$ cat src/rtl/alu_sequencer_if.sv
// Request/response handshake bundle between the control unit (master) and alu_sequencer (slave).
interface alu_sequencer_if;
    logic       req_valid;
    logic       req_ready;
    logic [3:0] req_mode;
    logic [7:0] req_op1;
    logic [7:0] req_op2;
    logic [2:0] req_dest;
    logic       rsp_valid;
    logic       rsp_ready;
    logic [7:0] rsp_data;
    logic [2:0] rsp_dest;
    logic [3:0] rsp_flags;

    modport master (
        output req_valid, req_mode, req_op1, req_op2, req_dest, rsp_ready,
        input  req_ready, rsp_valid, rsp_data, rsp_dest, rsp_flags
    );

    modport slave (
        input  req_valid, req_mode, req_op1, req_op2, req_dest, rsp_ready,
        output req_ready, rsp_valid, rsp_data, rsp_dest, rsp_flags
    );
endinterface

$ cat src/rtl/alu_sequencer.sv
// Issues one op at a time to the combinational ALU, owns the {Z,C,S,O} status register.
// Optional STATUS_SHADOW_EN builds an interrupt shadow copy of status.
module alu_sequencer (
    input  logic                  clk,
    input  logic                  rst_n,
    alu_sequencer_if.slave        bus,
    output logic                  alu_e_o,
    output logic [3:0]            alu_mode_o,
    output logic [7:0]            alu_op1_o,
    output logic [7:0]            alu_op2_o,
    output logic [3:0]            alu_cflags_o,
    input  logic [7:0]            alu_out_i,
    input  logic [3:0]            alu_flags_i,
    output logic [3:0]            status_o,
    input  logic                  status_wr_en_i,
    input  logic [3:0]            status_wr_data_i,
    input  logic [2:0]            cond_sel_i,
    output logic                  cond_true_o,
    input  logic                  irq_enter_i,
    input  logic                  irq_return_i
);
    localparam logic [1:0] IDLE  = 2'd0;
    localparam logic [1:0] DRIVE = 2'd1;
    localparam logic [1:0] RESP  = 2'd2;

    logic [1:0] state_q, state_d;
    logic [3:0] mode_q;
    logic [7:0] op1_q, op2_q;
    logic [2:0] dest_q;
    logic [7:0] data_q;
    logic [3:0] rflags_q;
    logic [3:0] status_q, status_d;
    logic       arith;

    always_comb begin
        state_d = state_q;
        case (state_q)
            IDLE:    if (bus.req_valid) state_d = DRIVE;
            DRIVE:   state_d = RESP;
            RESP:    if (bus.rsp_ready) state_d = IDLE;
            default: state_d = IDLE;
        endcase
    end

    always_comb begin
        case (mode_q)
            4'b0000, 4'b0001, 4'b0111, 4'b1000, 4'b1001, 4'b1111: arith = 1'b1;
            default:                                              arith = 1'b0;
        endcase
    end

`ifdef STATUS_SHADOW_EN
    logic [3:0] shadow_q;

    always_ff @(posedge clk or negedge rst_n) begin
        if (!rst_n)
            shadow_q <= 4'd0;
        else if (irq_enter_i && !irq_return_i)
            shadow_q <= status_q;
    end
`else
    logic unused_irq;
    assign unused_irq = irq_enter_i ^ irq_return_i;
`endif

    // Lowest priority first so later assignments win: capture, direct load, restore.
    always_comb begin
        status_d = status_q;
        if (state_q == DRIVE)
            status_d = arith ? alu_flags_i
                             : {alu_flags_i[3], status_q[2], alu_flags_i[1], status_q[0]};
        if (status_wr_en_i)
            status_d = status_wr_data_i;
`ifdef STATUS_SHADOW_EN
        if (irq_return_i)
            status_d = shadow_q;
`endif
    end

    always_ff @(posedge clk or negedge rst_n) begin
        if (!rst_n) begin
            state_q  <= IDLE;
            mode_q   <= 4'd0;
            op1_q    <= 8'd0;
            op2_q    <= 8'd0;
            dest_q   <= 3'd0;
            data_q   <= 8'd0;
            rflags_q <= 4'd0;
            status_q <= 4'd0;
        end else begin
            state_q  <= state_d;
            status_q <= status_d;
            if (state_q == IDLE && bus.req_valid) begin
                mode_q <= bus.req_mode;
                op1_q  <= bus.req_op1;
                op2_q  <= bus.req_op2;
                dest_q <= bus.req_dest;
            end
            if (state_q == DRIVE) begin
                data_q   <= alu_out_i;
                rflags_q <= alu_flags_i;
            end
        end
    end

    always_comb begin
        case (cond_sel_i)
            3'b000:  cond_true_o = 1'b1;
            3'b001:  cond_true_o = status_q[3];
            3'b010:  cond_true_o = !status_q[3];
            3'b011:  cond_true_o = status_q[2];
            3'b100:  cond_true_o = !status_q[2];
            3'b101:  cond_true_o = status_q[1];
            3'b110:  cond_true_o = status_q[0];
            default: cond_true_o = status_q[1] ^ status_q[0];
        endcase
    end

    assign bus.req_ready = (state_q == IDLE);
    assign bus.rsp_valid = (state_q == RESP);
    assign bus.rsp_data  = data_q;
    assign bus.rsp_dest  = dest_q;
    assign bus.rsp_flags = rflags_q;
    assign alu_e_o       = (state_q == DRIVE);
    assign alu_mode_o    = mode_q;
    assign alu_op1_o     = op1_q;
    assign alu_op2_o     = op2_q;
    assign alu_cflags_o  = status_q;
    assign status_o      = status_q;
endmodule
$ cat src/flat_wrapper.sv
// flat-port wrapper written by rule: the top's interface ports become plain ports
module alu_sequencer_flat 
  (clk, rst_n, alu_e_o, alu_mode_o, alu_op1_o, alu_op2_o, alu_cflags_o, alu_out_i, alu_flags_i, status_o, status_wr_en_i, status_wr_data_i, cond_sel_i, cond_true_o, irq_enter_i, irq_return_i, bus_req_valid, bus_req_mode, bus_req_op1, bus_req_op2, bus_req_dest, bus_rsp_ready, bus_req_ready, bus_rsp_valid, bus_rsp_data, bus_rsp_dest, bus_rsp_flags);
  alu_sequencer_if bus_i ();
  input  logic clk;
  input  logic rst_n;
  output logic alu_e_o;
  output logic [3:0] alu_mode_o;
  output logic [7:0] alu_op1_o;
  output logic [7:0] alu_op2_o;
  output logic [3:0] alu_cflags_o;
  input  logic [7:0] alu_out_i;
  input  logic [3:0] alu_flags_i;
  output logic [3:0] status_o;
  input  logic status_wr_en_i;
  input  logic [3:0] status_wr_data_i;
  input  logic [2:0] cond_sel_i;
  output logic cond_true_o;
  input  logic irq_enter_i;
  input  logic irq_return_i;
  input wire logic [$bits(bus_i.req_valid)-1:0] bus_req_valid;
  input wire logic [$bits(bus_i.req_mode)-1:0] bus_req_mode;
  input wire logic [$bits(bus_i.req_op1)-1:0] bus_req_op1;
  input wire logic [$bits(bus_i.req_op2)-1:0] bus_req_op2;
  input wire logic [$bits(bus_i.req_dest)-1:0] bus_req_dest;
  input wire logic [$bits(bus_i.rsp_ready)-1:0] bus_rsp_ready;
  output wire logic [$bits(bus_i.req_ready)-1:0] bus_req_ready;
  output wire logic [$bits(bus_i.rsp_valid)-1:0] bus_rsp_valid;
  output wire logic [$bits(bus_i.rsp_data)-1:0] bus_rsp_data;
  output wire logic [$bits(bus_i.rsp_dest)-1:0] bus_rsp_dest;
  output wire logic [$bits(bus_i.rsp_flags)-1:0] bus_rsp_flags;
  assign bus_i.req_valid = bus_req_valid;
  assign bus_i.req_mode = bus_req_mode;
  assign bus_i.req_op1 = bus_req_op1;
  assign bus_i.req_op2 = bus_req_op2;
  assign bus_i.req_dest = bus_req_dest;
  assign bus_i.rsp_ready = bus_rsp_ready;
  assign bus_req_ready = bus_i.req_ready;
  assign bus_rsp_valid = bus_i.rsp_valid;
  assign bus_rsp_data = bus_i.rsp_data;
  assign bus_rsp_dest = bus_i.rsp_dest;
  assign bus_rsp_flags = bus_i.rsp_flags;
  alu_sequencer u_core (.clk(clk), .rst_n(rst_n), .bus(bus_i), .alu_e_o(alu_e_o), .alu_mode_o(alu_mode_o), .alu_op1_o(alu_op1_o), .alu_op2_o(alu_op2_o), .alu_cflags_o(alu_cflags_o), .alu_out_i(alu_out_i), .alu_flags_i(alu_flags_i), .status_o(status_o), .status_wr_en_i(status_wr_en_i), .status_wr_data_i(status_wr_data_i), .cond_sel_i(cond_sel_i), .cond_true_o(cond_true_o), .irq_enter_i(irq_enter_i), .irq_return_i(irq_return_i));
endmodule
$ cat config.mk
export PLATFORM = sky130hd
export DESIGN_NAME = alu_sequencer_flat
export DESIGN_NICKNAME = d
export VERILOG_FILES = /design/src/rtl/alu_sequencer_if.sv /design/src/rtl/alu_sequencer.sv /design/src/flat_wrapper.sv
export SDC_FILE = /design/constraint.sdc
export NUM_CORES = 1
export LEC_CHECK = 0
export CORE_ASPECT_RATIO = 1.75
export CORE_MARGIN = 2
export CORE_UTILIZATION = 42
export CTS_CLUSTER_DIAMETER = 100
export CTS_CLUSTER_SIZE = 12
export DETAILED_ROUTE_END_ITERATION = 7
export PLACE_DENSITY_LB_ADDON = 0.15
export SYNTH_ARGS = -nofsm -noshare
export SYNTH_HDL_FRONTEND = slang
export SYNTH_SLANG_ARGS = --single-unit
$ cat constraint.sdc
create_clock -name clk -period 3.5 [get_ports clk]
set_clock_uncertainty 0.15 [all_clocks]
set_input_delay 1.05 -clock clk [delete_from_list [all_inputs] [get_ports clk]]
set_output_delay 1.05 -clock clk [all_outputs]
set_load 0.02 [all_outputs]
# After elaboration in Yosys (flattened, before gate mapping)
# Cells that the tools add are included.
# Widths: inputs -> output; s select.
[word_totals]
ff_bits = 41
[classes]
bitwise_logic = 1
muxes = 8
reduce_logical = 11
n_eq_ne = 15
[op_table]
columns = ["cell", "count"]
rows = [
  ["$eq 4x4->1 const B", 3],
  ["$eq 3x3->1 const B", 3],
  ["$mux 4", 2],
  ["$pmux 1 s7", 1],
  ["$eq 3x2->1 const B", 2],
  ["$pmux 2 s3", 1],
  ["$reduce_or 6->1", 1],
  ["$eq 4x1->1 const B", 1],
  ["$eq 4x3->1 const B", 1],
  ["$logic_not 4->1", 1],
  ["$mux 2", 2],
  ["$ne 2x2->1 const B", 2],
  ["$reduce_and 2->1", 2],
  ["$reduce_bool 2->1", 2],
  ["$eq 3x1->1 const B", 1],
  ["$logic_not 3->1", 1],
  ["$mux 3", 1],
  ["$eq 2x1->1 const B", 1],
  ["$eq 2x2->1 const B", 1],
  ["$logic_not 1->1", 2],
  ["$logic_not 2->1", 1],
  ["$logic_and 1x1->1", 1],
  ["$mux 1", 1],
  ["$xor 1x1->1", 1],
]

# Depth between registers and ports, before layout
# Gate-level depths: netlist of the first run.
[logic_depth]
word_depth = 6
ltp_mapped = 5

# Least setup slack after synthesis of the first run
# No wires, ideal clock.
[synth_path]
kind = "input -> output"
startpoint = "in cond_sel_i[1]"
endpoint = "out cond_true_o"
n_path_buf = 0
t_arrival_ps = 1675
required_time_ps = 2300
stages = 3
path_slack_ps = 625
path_cell_list = "nand2_1 > xor2_1 > a221o_1"
[synth_between]
elab_chain_cells = 2
[synth_lines]
columns = ["item", "line", "source"]
rows = [
  ["start: declaration", "flat_wrapper.sv:17", "input logic [2:0] cond_sel_i;"],
  ["$eq 3x3->1, or another cell as far along", "alu_sequencer.sv:107", "case (cond_sel_i)"],
  ["$pmux 1 s7 *", "alu_sequencer.sv:107", ""],
  ["end: declaration", "flat_wrapper.sv:18", "output logic cond_true_o;"],
]
# Mark *: on every way between the ends. The rest lies on a longest branch, timed or not.

# Worst setup path after layout of the first run
[layout_path]
startpoint = "in cond_sel_i[0]"
endpoint = "out cond_true_o"
# Same word-level chain as after synthesis.

==> results of run 1 <==
kinds of logic after synthesis:
kind of cell / synth area share (%)
flops: 57.14
xor+xnor: 0.4879
mux: 27.04
buf+inv: 6.411
simple gates: 4.530
compound gates: 4.390
cell type report:
type	count	area [sq um]	area share, %
Multi-Input combinational cell	65	654.4	23.57
Tap cell	49	61.31	2.208
Inverter	3	11.26	0.4056
Clock buffer	5	68.82	2.479
Sequential cell	41	1026	36.95
Timing Repair Buffer	95	937.1	33.75
Clock inverter	3	17.52	0.6309
worst max-delay path: cells and delay by family:
family / cells / cell delay [ps]
compound gates: 1 / 360
xor+xnor: 1 / 140
simple gates: 1 / 70
buf+inv: 2 / 650
final timing paths:
| kind | endpoint | slack, ps | cells past startpoint |
|---|---|---|---|
| worst max-delay path | cond_true_o | 40 | 5 |
| worst min-delay path | u_core.bus.rsp_flags[0] | 360 | 1 |
| worst max register to register | u_core.alu_op1_o[4] | 1860 | 3 |
| worst min register to register | u_core.bus.rsp_flags[0] | 360 | 1 |
| max in group asynchronous | u_core.bus.rsp_dest[1] | 1920 | 1 |
| min in group asynchronous | u_core.bus.rsp_flags[3] | 730 | 1 |
power by group through the flow:
| stage | Sequential, mW | Combinational [mW] | Clock (mW) |
|---|---|---|---|
| CTS | 0.846 | 1.38 | 0.312 |
| global route | 0.875 | 1.43 | 0.336 |
| floorplan | 1.10 | 0.538 | 0 |
| global placement | 0.832 | 1.35 | 0 |
| detailed placement | 0.852 | 1.37 | 0 |
| finish | 0.842 | 1.36 | 0.300 |
sequential cells by signal, indices dropped and copies added, names as in the netlist:
signal	count
u_core.alu_op1_o	8
u_core.alu_op2_o	8
u_core.bus.rsp_data	8
u_core.alu_cflags_o	4
u_core.alu_mode_o	4
u_core.bus.rsp_flags	4
u_core.bus.rsp_dest	3
u_core.state_q	2
cells in the mapped netlist:
master	count
mux2_2	16
o211ai_1	2
nand3_1	1
mux2_4	19
buf_12	2
nand2b_1	1
a21oi_1	1
o21a_1	1
buf_4	5
and3_1	1
and2b_2	1
dfrtp_1	41
nor2b_1	1
o22ai_1	1
xor2_1	1
and2_4	1
buf_6	1
o2111ai_1	2
nor2_2	1
inv_1	3
a21o_1	1
a221o_1	1
nor2_1	1
mux2i_1	2
nand2_1	8
buf_8	1
o21ai_0	2
metal layers:
metal | part of all wire (%) | up-vias
met4 | 1.9 | 0
met1 | 35 | 642
li1 | - | 589
met5 | 0 | -
met2 | 56 | 60
met3 | 7.0 | 9
==> summary.md, run 1 <==
| Metric | Value |
|---|---|
| GRT overflow | 0 |
| Port bufs | 93 |
| IO Pins | 96 |
| Number of CTS-inserted buffers | 5 |
| Die area | 4834 sq um |
| Clock network power share | 12.0% |
| Tot Pwr | roughly 2.5 mW |
| Vias post-DR | 1300 |
| Post-Syn Instances | 118 |
| Fin util | 67.53% |
| Fmax | around 290 MHz |
| GR Layer Usage met3 | under 10% |
| Clk buf depth | 2 |
| Initial antenna violation count | 0 |
| Worst reg2reg path startpoint | u_core.state_q[0] |
| Layout cells sized above 1 | 23.58% |
| CP Launch Point | cond_sel_i[0] |
| Setup tns final | 0 ps |
| DR iter-0 viols | 9 |
| Yosys cell types | 27 |
| Fill count | about 340 |
| Cts hold-fix bufs | 0 |
| Number of synthesized register bits | 41 |
| Slew of the pin with the lowest slew margin | 888.0 ps |
| Logic pwr share | 54.3% |
| Post-synth top area cell | dfrtp_1 |
| First-pass GRT wire length | between 6000 and 7000 um |
| Post-placement cell count | 253 |
| Power per cell area | 900.6 nW/um^2 |
| # diodes | 0 |
| Met2 Usage GRT | 32.72% |
| Post-Syn Area | 1795 sq um |
| Setup WS post-layout | approximately 35 ps |
| CP max-delay cell | clkdlybuf4s50_1 |
| Leak | roughly 1.2 nW |
| Routed wire length per instance | 16.03 um |
| HPWL Detailed | 3213 um |
| Routability cong. | just under 0.7 |
| M1 GR Usage | 19.93% |
| Final Hold Vio Count | 0 |
| Endpoint class of the critical path | output pin |
| Htree depth | 2 |
| Routed vias/inst | 4.981 |
| P_int | 1.604 mW |
| Clock transition at path regs | 80 ps |
| WL final | roughly 4200 um |
| CP required | 2300 ps |
| Largest stage delay on the critical path | 480 ps |
| Postcts setup bufs | 0 |
| Site Rows | 31 |
| DRT antenna net count | 0 |
| Count of clock tree sinks | 41 |
| Slew Limit Fails | 0 |
| WS Path Type | in -> out |
| Max-cap violations | 0 |
| Min cycle time layout | 3465 ps |
| Top cells by area, synth | dfrtp_1 (57%), mux2_4 (16%), mux2_2 (10%) |
| Commonest non-fill, non-tap cell in the layout | clkdlybuf4s50_1 |
| Sw Share | 35.87% |
| Worst ir drop on vdd | 0.6985 mV |
| Post-CTS sizing | 6 |
| Final Instance Area | 2776 sq um |
| Setup crit start kind | input port |
| RSZ-0062 raised after global routing | no |
| Initial Utilization | between 40% and 50% |
| Final nets | 260 |
| Reg power frac | 33.7% |
| Top-area cell type share of the netlist area | 57.14% |
| Final setup fails | 0 |
| Mean Syn Cell Area | 15.22 sq um |
| Clk root buf | clkbuf_8 |
| Hold WC Path Type | reg -> reg |
| Area Overhead vs Synth | 54.63% |
| Dpl cell area | approximately 2700 sq um |
| Net count after synthesis | 167 |
| Post-layout instance count excluding filler cells | 261 |
| Psw | 0.8970 mW |
| Outcome | completed |
| Hold path start | u_core.bus.rsp_flags[0] |
| Most frequent cells in the layout | clkdlybuf4s50_1 (90), dfrtp_1 (41), mux2_4 (19), mux2_2 (16), nand2_1 (8) |
| Vias in the first global route | 1428 |
| Post-route DRC | 0 |
| Worst hold margin | roughly 360 ps |
| Core Box Area | 4111 sq um |
| Post-route clock period utilization | between 90% and 100% |
| Pin count of the biggest net entering global routing | 42 |
| GR peak layer | met2 |
| Sequential share of the synthesized area | 57.14% |
| Crit path cell chain | clkdlybuf4s50_1 > nand2_1 > xor2_1 > a221o_1 > buf_4 |
| CTS tree | done |
| CP arrival | 2260 ps |
| Total Routing Usage GR | 18.75% |
| CP max FO | 2 |
| Max-slew headroom | 40.80% |
| Die W | 53.43 um |
| YS warnings | 0 |
| Die Y | 90.49 um |
| Worst-Skew Late Latency | 290 ps |
| Pre-CTS setup slack | -402.9 ps |
| Pre-antenna DRT Iters | 4 |
(Power assumes the default switching activity.)
==> run 2: changes to the inputs <==
--- a/config.mk
+++ b/config.mk
@@ -5,9 +5,10 @@
 export SDC_FILE = /design/constraint.sdc
 export NUM_CORES = 1
 export LEC_CHECK = 0
+export ABC_AREA = 1
 export CORE_ASPECT_RATIO = 1.75
 export CORE_MARGIN = 2
-export CORE_UTILIZATION = 42
+export CORE_UTILIZATION = 41
 export CTS_CLUSTER_DIAMETER = 100
 export CTS_CLUSTER_SIZE = 12
 export DETAILED_ROUTE_END_ITERATION = 7
==> run 2 against run 1 <==
Against the previous run:
- wire length decreased by 3.9%
- worst setup slack gained 85 ps
- total power grew 1.6%
- sequential power is 0.5% lower
- combinational power shrank 8%
- core utilization unchanged
- cell count up 32%
- fmax up 2.5%
- largest power group unchanged
==> summary.md, run 2 <==
| Metric | Value |
|---|---|
| Outcome | completed |
| Htree depth | 2 |
| Reg2reg path depth | 6 |
| Most frequent cells after synthesis | nand2_1 (116), dfrtp_1 (41), nand3_1 (10) |
| Cts hold-fix bufs | 0 |
| Post-route clock period utilization | a little under 100% |
| Postcts setup bufs | 0 |
| Reg-to-reg endpoint | u_core.alu_cflags_o[2] |
| Clock network power share | 17.9% |
| First-pass GRT wire length | 6748 um |
| Routed vias/inst | 4.593 |
| Clk root buf | clkbuf_8 |
| Die area | 4793 sq um |
| Worst reg2reg path startpoint | u_core.state_q[1] |
| Post-placement cell count | roughly 340 |
| Count of clock tree sinks | 41 |
| CP required | 2300 ps |
| Post-synth top area cell | dfrtp_1 |
| CP bufs+invs | 2 |
| CTS tree | done |
| Site Rows | 31 |
| Core Box Area | 4111 sq um |
| Commonest non-fill, non-tap cell in the layout | nand2_1 |
| Initial antenna violation count | 0 |
| Hold path start | u_core.bus.rsp_data[3] |
| Routed wire length per instance | 11.68 um |
| WS Path Type | in -> out |
| Area Overhead vs Synth | 59.87% |
| GRT overflow | 0 |
| Clock transition at path regs | 80 ps |
| Final Instance Area | 2776 sq um |
| Fmax | ~300 MHz |
| Reg2Reg Setup Slack | 1960 ps |
| Endpoint class of the critical path | output pin |
| CP max-delay cell | clkdlybuf4s50_1 |
| Vias in the first global route | 1557 |
| Die Y | 90.10 um |
| Post-layout instance count excluding filler cells | 344 |
| Top Family by Delay on Critical Path | buffers and inverters |
| Logic pwr share | 49.1% |
| Hold WC Path Type | reg -> reg |
| Worst ir drop on vdd | 0.6520 mV |
| DRT antenna net count | 0 |
| RSZ-0062 raised after global routing | no |
| Clk buf depth | 2 |
| Tot Pwr | roughly 2.5 mW |
| Total Routing Usage GR | between 10% and 20% |
| Port bufs | 93 |
| Pre-antenna DRT Iters | 3 |
| Post-Syn Instances | 204 |
| CP max FO | 4 |
| Crit path cell chain | clkdlybuf4s50_1 > nand2_1 > nand2_1 > nand3_1 > nand3_1 > dlygate4sd2_1 |
| Critical Path Stages | 6 |
| Post-route DRC | 0 |
| Max-slew headroom | 40.33% |
| Primary FF master, synth | dfrtp_1 |
| Initial Utilization | 42.24% |
| Yosys cell types | 14 |
| CP arrival | approximately 2200 ps |
| Vias post-DR | ~1600 |
| Die W | approximately 53 um |
| Leak | 1.365 nW |
| Largest stage delay on the critical path | 520 ps |
| Reg power frac | about 33% |
| WL final | ~4000 um |
| Mean Syn Cell Area | 8.513 sq um |
| Slew of the pin with the lowest slew margin | roughly 900 ps |
| IO Pins | between 90 and 100 |
| Most frequent cell after synthesis | nand2_1 |
| Net count after synthesis | about 250 |
| Worst-Skew Late Latency | 290 ps |
| # diodes | 0 |
| Final setup fails | 0 |
| Post-Syn Area | 1737 sq um |
| YS warnings | 0 |
| Sw Share | 38.60% |
| HPWL Detailed | 2916 um |
| Cells on Worst Hold Path | 2 |
| Layout cells sized above 1 | around 5.4% |
| Sequential share of the synthesized area | 59.08% |
| Max-cap violations | 0 |
| Ys async rst share | 100.0% |
| Most frequent cells in the layout | nand2_1 (116), clkdlybuf4s50_1 (90), dfrtp_1 (41), nand3_1 (10), o21ai_0 (7) |
| Pin count of the biggest net entering global routing | between 40 and 50 |
| Power per cell area | 915.2 nW/um^2 |
| Psw | approximately 0.98 mW |
| Number of CTS-inserted buffers | 5 |
| DR iter-0 viols | 42 |
| Final Hold Vio Count | 0 |
| Final nets | 343 |
| Dpl cell area | about 2600 sq um |
| Min cycle time layout | around 3400 ps |
| Setup crit start kind | input port |
| Routability cong. | 0.6875 |
| Number of synthesized register bits | 41 |
| P_int | 1.560 mW |
| Worst Hold End | u_core.bus.rsp_data[3] |
| Number of synthesized flops with an enable pin | 0 |
| Slew Limit Fails | 0 |
| Top cells by area, synth | dfrtp_1 (59%), nand2_1 (25%), buf_4 (3.0%) |
| Top-area cell type share of the netlist area | between 50% and 60% |
## run 2: final cells by class
type | instances | area, sq um
fillers | 357 | 1335
flip-flops and latches | 41 | 1026
repair buffers | 93 | 927.1
multi-input cells | 144 | 588.1
clock buffers | 5 | 68.82
clock inverters | 3 | 68.82
well taps | 49 | 61.31
inverters | 9 | 36.28
## run 2: per-stage QoR
step,hold WS [ps],TNS [ps],utilization (%),setup slack (ps)
after global routing,350.8,0,67.53,51.45
final,326.1,0,67.53,120.8
after detailed placement,308.9,-195.1,64.15,-195.1
after global placement,302.1,-142.5,64.15,-142.5
after floorplan,426.6,0,-,892.0
after CTS,329.7,0,67.47,74.79
## run 2: timing repair
action,in CTS,in global routing
pin swaps,0,0
setup endpoints to repair,1,1
gates resized for setup,1,1
## run 2: cells by family after synthesis
| logic type | share of synthesized area, % |
|---|---|
| AO/OA/AOI/OAI | 2.450 |
| buffers and inverters | 7.061 |
| flip-flops | 59.08 |
| AND/OR/NAND/NOR | 31.41 |
## run 2: power groups by stage
stage          logic [mW]  clock network, mW  registers [mW]
2_1_floorplan       0.430                  0            1.10
3_5_place_dp         1.27                  0           0.841
3_3_place_gp         1.26                  0           0.841
6_report             1.25              0.454           0.838
4_1_cts              1.27              0.471           0.840
5_1_grt              1.36              0.493           0.869
## run 2: tightest hold or removal path: stages, from the launching register on
cell and delay, ps:
dfrtp_1 350, nand2_1 50, nand2_1 50
## run 2: worst max-delay path by stage
stage | from | to | slack, ps
5_1_grt | cond_sel_i[0] | cond_true_o | 50
6_report | cond_sel_i[0] | cond_true_o | 120
3_3_place_gp | cond_sel_i[1] | cond_true_o | -140
3_5_place_dp | cond_sel_i[1] | cond_true_o | -200
2_1_floorplan | cond_sel_i[1] | cond_true_o | 890
4_1_cts | cond_sel_i[1] | cond_true_o | 70
## run 2: per-layer routing
metal  vias up  part of all wire [%]  GRT usage [%]
met5         -                     0              0
met4         0                  0.95          6.410
met3         4                   7.3          4.983
met2        59                    53          32.71
met1       720                    38          20.26
li1        797                     -              -
==> run 3: changes to the inputs <==
--- a/config.mk
+++ b/config.mk
@@ -10,8 +10,8 @@
 export CORE_MARGIN = 2
 export CORE_UTILIZATION = 41
 export CTS_CLUSTER_DIAMETER = 100
-export CTS_CLUSTER_SIZE = 12
 export DETAILED_ROUTE_END_ITERATION = 7
+export GPL_ROUTABILITY_DRIVEN = 0
 export PLACE_DENSITY_LB_ADDON = 0.15
 export SYNTH_ARGS = -nofsm -noshare
 export SYNTH_HDL_FRONTEND = slang
==> results of run 3 <==
Final layout, timing and power as in run 2 (identical DEF).
